===== src/rtl/pump_lead_lag_scheduler.sv =====
// Lead/lag scheduler for two tank-station pumps: rotation, staggered lag start, min on/off, failover.
// Optional run-cycle counters rt1/rt2 are built only when PUMP_RUNTIME_EN is defined.
module pump_lead_lag_scheduler #(
    parameter int MIN_ON  = 4,
    parameter int STAGGER = 2,
    parameter int MIN_OFF = 3,
    parameter int TW      = 4
) (
    input  logic        clk,
    input  logic        R,
    input  logic        I,
    input  logic        S,
    input  logic        F1,
    input  logic        F2,
    output logic        B1,
    output logic        B2,
    output logic        lead,
    output logic        alarm,
    output logic [15:0] rt1,
    output logic [15:0] rt2
);

    typedef enum logic [2:0] {
        ST_IDLE,
        ST_RUN_LEAD,
        ST_RUN_BOTH,
        ST_REST,
        ST_FAULT
    } state_t;

    localparam logic [TW-1:0] MIN_ON_T  = TW'(MIN_ON);
    localparam logic [TW-1:0] STAGGER_T = TW'(STAGGER);
    localparam logic [TW-1:0] MIN_OFF_T = TW'(MIN_OFF);

    state_t        state_q, state_d;
    logic          lead_q, lead_d;
    logic          run_q, run_d;      // pump currently carrying the single-pump load
    logic [TW-1:0] on_q, on_d;
    logic [TW-1:0] stg_q, stg_d;
    logic [TW-1:0] off_q, off_d;
    logic          b1_q, b1_d;
    logic          b2_q, b2_d;
    logic          alarm_q, alarm_d;

    logic          av1, av2, se, cur_av, lag_av, start_pump;
    logic [TW-1:0] on_inc, stg_inc, off_inc;

    assign av1    = ~F1;
    assign av2    = ~F2;
    assign se     = S & I;
    assign cur_av = run_q ? av2 : av1;
    assign lag_av = run_q ? av1 : av2;
    assign start_pump = (lead_q ? av2 : av1) ? lead_q : ~lead_q;

    assign on_inc  = (on_q == MIN_ON_T) ? on_q : on_q + 1'b1;
    assign stg_inc = !se ? '0 : ((stg_q == STAGGER_T) ? stg_q : stg_q + 1'b1);
    assign off_inc = off_q + 1'b1;

    // NOTE: every variable gets a default before the case so no path leaves a latch behind.
    always_comb begin
        state_d = state_q;
        lead_d  = lead_q;
        run_d   = run_q;
        on_d    = on_q;
        stg_d   = stg_q;
        off_d   = off_q;

        if (state_q != ST_REST && !av1 && !av2) begin
            state_d = ST_FAULT;
            stg_d   = '0;
        end else begin
            case (state_q)
                ST_IDLE: begin
                    if (I) begin
                        state_d = ST_RUN_LEAD;
                        run_d   = start_pump;
                        on_d    = '0;
                        stg_d   = '0;
                    end
                end
                ST_RUN_LEAD: begin
                    on_d = on_inc;
                    if (!cur_av) begin
                        // bumpless handover to the healthy pump, which becomes lead
                        run_d  = ~run_q;
                        lead_d = ~run_q;
                        stg_d  = '0;
                    end else if (!I && on_inc == MIN_ON_T) begin
                        state_d = ST_REST;
                        off_d   = '0;
                        lead_d  = ~lead_q;
                    end else begin
                        stg_d = stg_inc;
                        if (stg_inc == STAGGER_T && lag_av) state_d = ST_RUN_BOTH;
                    end
                end
                ST_RUN_BOTH: begin
                    on_d  = on_inc;
                    stg_d = '0;
                    if (!cur_av) begin
                        state_d = ST_RUN_LEAD;
                        run_d   = ~run_q;
                        lead_d  = ~run_q;
                    end else if (!lag_av) begin
                        state_d = ST_RUN_LEAD;
                        lead_d  = run_q;
                    end else if (!I && on_inc == MIN_ON_T) begin
                        state_d = ST_REST;
                        off_d   = '0;
                        lead_d  = ~lead_q;
                    end else if (!se) begin
                        state_d = ST_RUN_LEAD;
                    end
                end
                ST_REST: begin
                    off_d = off_inc;
                    if (off_inc == MIN_OFF_T) state_d = ST_IDLE;
                end
                ST_FAULT: begin
                    state_d = ST_REST;
                    off_d   = '0;
                end
                default: state_d = ST_IDLE;
            endcase
        end
    end

    // Outputs are decoded from the next state so they appear one edge after the inputs.
    assign b1_d    = (state_d == ST_RUN_BOTH) | ((state_d == ST_RUN_LEAD) & ~run_d);
    assign b2_d    = (state_d == ST_RUN_BOTH) | ((state_d == ST_RUN_LEAD) &  run_d);
    assign alarm_d = (state_d == ST_FAULT);

    // NOTE: sequential state uses non-blocking assignments so all registers update together.
    always_ff @(posedge clk) begin
        if (R) begin
            state_q <= ST_IDLE;
            lead_q  <= 1'b0;
            run_q   <= 1'b0;
            on_q    <= '0;
            stg_q   <= '0;
            off_q   <= '0;
            b1_q    <= 1'b0;
            b2_q    <= 1'b0;
            alarm_q <= 1'b0;
        end else begin
            state_q <= state_d;
            lead_q  <= lead_d;
            run_q   <= run_d;
            on_q    <= on_d;
            stg_q   <= stg_d;
            off_q   <= off_d;
            b1_q    <= b1_d;
            b2_q    <= b2_d;
            alarm_q <= alarm_d;
        end
    end

    assign B1    = b1_q;
    assign B2    = b2_q;
    assign lead  = lead_q;
    assign alarm = alarm_q;

`ifdef PUMP_RUNTIME_EN
    logic [15:0] rt1_q, rt2_q;

    always_ff @(posedge clk) begin
        if (R) begin
            rt1_q <= '0;
            rt2_q <= '0;
        end else begin
            if (b1_q && rt1_q != 16'hFFFF) rt1_q <= rt1_q + 16'd1;
            if (b2_q && rt2_q != 16'hFFFF) rt2_q <= rt2_q + 16'd1;
        end
    end

    assign rt1 = rt1_q;
    assign rt2 = rt2_q;
`else
    assign rt1 = 16'd0;
    assign rt2 = 16'd0;
`endif

endmodule

===== config.mk =====
export PLATFORM = sky130hd
export DESIGN_NAME = pump_lead_lag_scheduler
export DESIGN_NICKNAME = d
export VERILOG_FILES = /design/src/rtl/pump_lead_lag_scheduler.sv
export SDC_FILE = /design/constraint.sdc
export NUM_CORES = 1
export LEC_CHECK = 0
export ABC_AREA = 1
export CORE_MARGIN = 8
export CORE_UTILIZATION = 49
export DETAILED_ROUTE_END_ITERATION = 10
export GPL_ROUTABILITY_DRIVEN = 0
export PLACE_DENSITY_LB_ADDON = 0.15
export SYNTH_ARGS = -nofsm -noshare
export SYNTH_HDL_FRONTEND = slang
export SYNTH_SLANG_ARGS = --single-unit
export TNS_END_PERCENT = 30

===== constraint.sdc =====
create_clock -name clk -period 2.7 [get_ports clk]
set_clock_uncertainty 0.1 [all_clocks]
set_input_delay 0.405 -clock clk [delete_from_list [all_inputs] [get_ports clk]]
set_output_delay 0.405 -clock clk [all_outputs]
set_load 0.05 [all_outputs]

# == Word level (Yosys, flattened, before mapping) ==
# Index checks and enable logic that the tools add are counted.
# word_totals
output_inout_bits,36
register_bits,20
word_cells,94
# op_classes
reduce_logical,16
bitwise_logic,11
n_addsub,3
n_eq_ne,18
muxes,37
# op_table
op,count
two-way mux 4 bit,10
two-way mux 3 bit,10
case mux 4 bit (4 select lines),1
case mux 3 bit (5 select lines),1
adder 4 x 1 -> 4 bit (second input constant),3
equality test 4 x 2 -> 1 bit (second input constant),3
case mux 4 bit (3 select lines),1
two-way mux 1 bit,11
equality test 3 x 2 -> 1 bit (second input constant),3
equality test 4 x 3 -> 1 bit (second input constant),2
!= test 2 bit (second input constant),4
case mux 4 bit (2 select lines),1
equality test 3 x 1 -> 1 bit (second input constant),2
equality test 3 bit (second input constant),2
inverter 1 bit,6
AND reduction 3 bit,2
AND reduction 5 bit,1
logical AND 1 bit,4
case mux 1 bit (2 select lines),2
nonzero test 2 bit,2
nonzero test 4 bit,1
OR reduction 2 bit,2
AND 1 bit,3
zero test 3 bit,1
other kinds (6),7

# == Depth between registers and ports, before layout ==
# depth
depth_word,13
depth_mapped,14
mapped_depth_nobuf,14

# == Worst setup path after synthesis ==
# No wires, ideal clock.
# synth_timing
path_type,register to register
from,register on_q[0]
to,register lead_q (netlist: lead)
period_less_slack_ns,1.849
arrival_time_ns,1.678
setup_ns,0.071
path_buffers,0
slack_ns,0.851
path_stages_with_launch,11
cell_sequence,dfxtp_1 inv_1 ha_1 or2_2 a21oi_1 nand3_2 inv_1 nor2_1 o21ai_1 nand2_1 a21oi_1
# synth_via
elab_chain_cells,8
elab_cells_between_ends,10
# synth_rtl
element,line_no,source
"start, declared",38,"logic [TW-1:0] on_q, on_d;"
"start signal, assigned",149,on_q <= on_d;
adder 4 x 1 -> 4 bit or equality test 4 x 3 -> 1 bit (tied branches),55,assign on_inc = (on_q == MIN_ON_T) ? on_q : on_q + 1'b1;
two-way mux 4 bit (*),55,
equality test 4 x 3 -> 1 bit (*),"88, 107",
logical AND 1 bit (*),"88, 107",
two-way mux 1 bit (*),-,
two-way mux 1 bit (2 in series),-,
case mux 1 bit (2 select lines) (*),-,
"end signal, assigned",147,lead_q <= lead_d;
"end, declared",36,"logic lead_q, lead_d;"
# Every way passes the cells marked *; elsewhere a longest branch is shown, timed or not.
# A chain may end at the register's enable or synchronous reset.

# == Worst setup path after layout ==
# layout_timing
from,register on_q[0]
to,register stg_q[0]
# layout_via
elab_chain_cells,6
elab_cells_between_ends,7
# layout_rtl
element,line_no,source
adder 4 x 1 -> 4 bit or equality test 4 x 3 -> 1 bit (tied branches),55,
two-way mux 4 bit (*),55,
equality test 4 x 3 -> 1 bit (*),88,end else if (!I && on_inc == MIN_ON_T) begin
logical AND 1 bit (*),88,
!= test 3 bit (no line) (*),-,
AND reduction 3 bit (no line) (*),-,
"end signal, assigned",150,stg_q <= stg_d;
"end, declared",39,"logic [TW-1:0] stg_q, stg_d;"
# Marks and branches as above.

==> flow_metrics.py <==
metrics = {
    "run_status": {
        "status": "finished, final reports clean",
    },
    "setup_path": {
        "path_cells": "inv_1 > ha_1 > or2_2 > a21oi_1 > nand3_2 > inv_1 > nand2_1 > nand2_1 > nand2_1 > a21oi_1",
        "crit_required_ns": 2.84,
        "cpPeakStageDelay_ns": 0.42,
        "startpoint_type": "flip-flop",
        "worstPathMaxFanout": 5,
        "end_kind": "flip-flop",
        "r2r_slack_ns": 0.62,
        "crit_type": "flip-flop to flip-flop",
        "arrival_ns": 2.23,
        "reg2reg_to": "stg_q[0]",
        "worstReg2RegStart": "on_q[0]",
        "critPathSlowestCell": "dfxtp_1",
        "rr_worst_depth": 10,
        "cp_common_cell": "nand2_1",
    },
    "run": {
        "maxCapViolCount": 0,
    },
    "detailed_routing": {
        "routed_via_density": 4.50,
        "totalWireLength_mm": 3.10,
        "antenna_left": 0,
        "wl_met2_mm": 1.47,
        "wl_met3_um": 212,
        "m1WireLength_mm": 1.39,
        "detail_route.wl_per_cell_um": 10.4,
        "dr_total_vias": 1346,
        "highest_layer": "met4",
        "first_iter_violations": 37,
        "route.detailed.drc": 0,
        "dr.pass1.iters": 4,
    },
    "cells_and_area": {
        "antenna_cells": 0,
        "fillers": 329,
        "finalInstanceArea_um2": 1640,
        "area_growth_pct": 3.81,
        "drive_gt1_share_pct": 6.27,
        "finalNetCount": 268,
    },
    "synth": {
        "synth-edff-count": 0,
        "synthTopCellsByCount": "nand2_1 (58), buf_4 (32), inv_1 (31)",
        "yosysTopAreaCellShare_pct": 25.4,
        "ys_warn_count": 0,
        "avgSynthCellArea_um2": 6.41,
        "synth_area_um2": 1580,
        "synth_flop_cell": "dfxtp_1",
        "ys_seq_elements": 20,
        "ys_top_cells_by_area": "dfxtp_1 (25%), buf_4 (15%), nand2_1 (14%)",
        "synth.most_common_cell": "nand2_1",
        "ys_seq_area_share_pct": 25.4,
        "synthArstFlopShare_pct": 0,
        "yosysTopAreaCell": "dfxtp_1",
        "ys_types": 26,
        "postSynthCellCount": 246,
    },
    "timing": {
        "timing.fmax_ghz": 0.480,
        "fin_crit_sh_pct": 77.1,
        "maxSlewHeadroom_pct": 65.1,
        "rsz0062_at_grt": "false",
        "tns_ns": 0,
        "setup_viol": 0,
        "hold_viol": 0,
        "drv_slew": 0,
        "min_period_ns": 2.08,
        "worst_pin_slew_ns": 0.522,
    },
    "min_path": {
        "whs_path_depth": 2,
        "worstHoldStart": "on_q[3]",
        "hp-class": "flip-flop to flip-flop",
        "worstHoldEndpoint": "on_q[3]",
    },
    "floorplan": {
        "ios": 42,
        "rows": 20,
        "die_y_um": 72.7,
        "initial_core_util_pct": 51.7,
        "dieWidth_um": 72.7,
        "die_area_um2": 5290,
        "coreArea_um2": 3050,
    },
    "clock_tree": {
        "htree_levels": 1,
        "cts_buffers": 3,
        "cts_tree": "done",
        "postCtsSetupBuffers": 0,
        "insertion_delay_ns": 0.30,
        "clk_pin_slew_ns": 0.12,
        "cts-root-buf": "clkbuf_4",
        "clock_path_buffers": 2,
        "cts_num_sinks": 20,
        "holdBufCountCts": 0,
        "cts_resized": 0,
    },
    "global_routing": {
        "antenna_found_initial": 0,
        "grt_pass1_wl_mm": 5.26,
        "grt-ovfl-total": 0,
        "grt_pass1_vias": 1236,
        "grt_max_degree": 15,
        "track_usage_pct": 12.0,
    },
    "place": {
        "placed_area_um2": 1590,
        "io_buffers": 9,
        "dp_hpwl_mm": 2.56,
    },
    "power_and_ir_drop": {
        "vdd_drop_max_mv": 0.358,
        "powerDensity_nw_per_um2": 486,
        "power.leakage_nw": 0.788,
    },
}
flip-flops by register name (all words and copies together), names as in the netlist:
register  count
run_q         1
on_q          4
B1            1
alarm         1
lead          1
state_q       3
off_q         4
stg_q         4
B2            1
layer usage:
metal  vias to the layer above  track usage (%)
met5                         -                0
met4                         0             2.67
met3                         4             3.85
met2                        33             21.2
met1                       572             13.5
li1                        737                -
how the worst max path moves through the flow:
stage	startpoint	endpoint	slack [ns]	cells after the start
after global placement	I	B2	0.47	13
after CTS	on_q[0]	stg_q[0]	0.61	10
after global routing	on_q[0]	stg_q[1]	0.43	10
after floorplan	on_q[0]	lead	0.85	10
final	on_q[0]	stg_q[0]	0.62	10
after detailed placement	I	B2	0.45	13
power by group:
part / total [mW] / switching [mW] / leakage [nW] / internal, mW
clock network: 0.243 / 0.0930 / 0.0279 / 0.150
logic: 0.235 / 0.188 / 0.598 / 0.0473
registers: 0.317 / 0.0115 / 0.162 / 0.306
critical path: cells and delay by family, from the launching register on:
kind	cells	cell delay, ns
flip-flops	1	0.42
adder cells (fa/ha/maj)	1	0.31
buffers and inverters	2	0.23
AO/OA/AOI/OAI	2	0.27
AND/OR/NAND/NOR	5	0.68
layout by cell type (no fill, tap or decap), types with 3 or more instances in the layout:
master	instances
inv_1	31
dfxtp_1	20
ha_1	6
clkdlybuf4s50_1	9
nand3_1	16
nand2_1	58
conb_1	32
o21ai_1	4
nand4_1	7
clkbuf_4	3
a21oi_1	19
o21ai_0	7
nor2_1	25
stage by stage:
stage               hold WS (ns)  power [mW]  instances  worst slack [ns]  util [%]
floorplan                  0.352       0.556        277             0.851         -
global placement           0.369       0.557        295             0.465      51.9
detailed placement         0.371       0.556        295             0.453      51.9
CTS                        0.389       0.801        299             0.610      53.6
global route               0.411       0.838        299             0.434      53.6
finish                     0.385       0.795        299             0.617      53.6
logic make-up (layout without fill, tap and decap cells):
kind of cell	Yosys count	in the layout	share of synthesized area, %
other	1	32	0.238
buffers and inverters	68	46	23.9
adder cells (fa/ha/maj)	6	6	4.76
AO/OA/AOI/OAI	33	33	11.6
AND/OR/NAND/NOR	116	116	33.0
flip-flops	20	20	25.4
XOR/XNOR	2	2	1.11
final cells by class:
cell class / instances / area, µm² / share of cell area, %
clock buffers: 3 / 22.5 / 1.38
flip-flops and latches: 20 / 400 / 24.4
well taps: 44 / 55.1 / 3.36
repair buffers: 9 / 90.1 / 5.50
clock inverters: 1 / 30.0 / 1.83
inverters: 33 / 124 / 7.56
multi-input cells: 189 / 916 / 55.9
(Power assumes the default switching activity.)
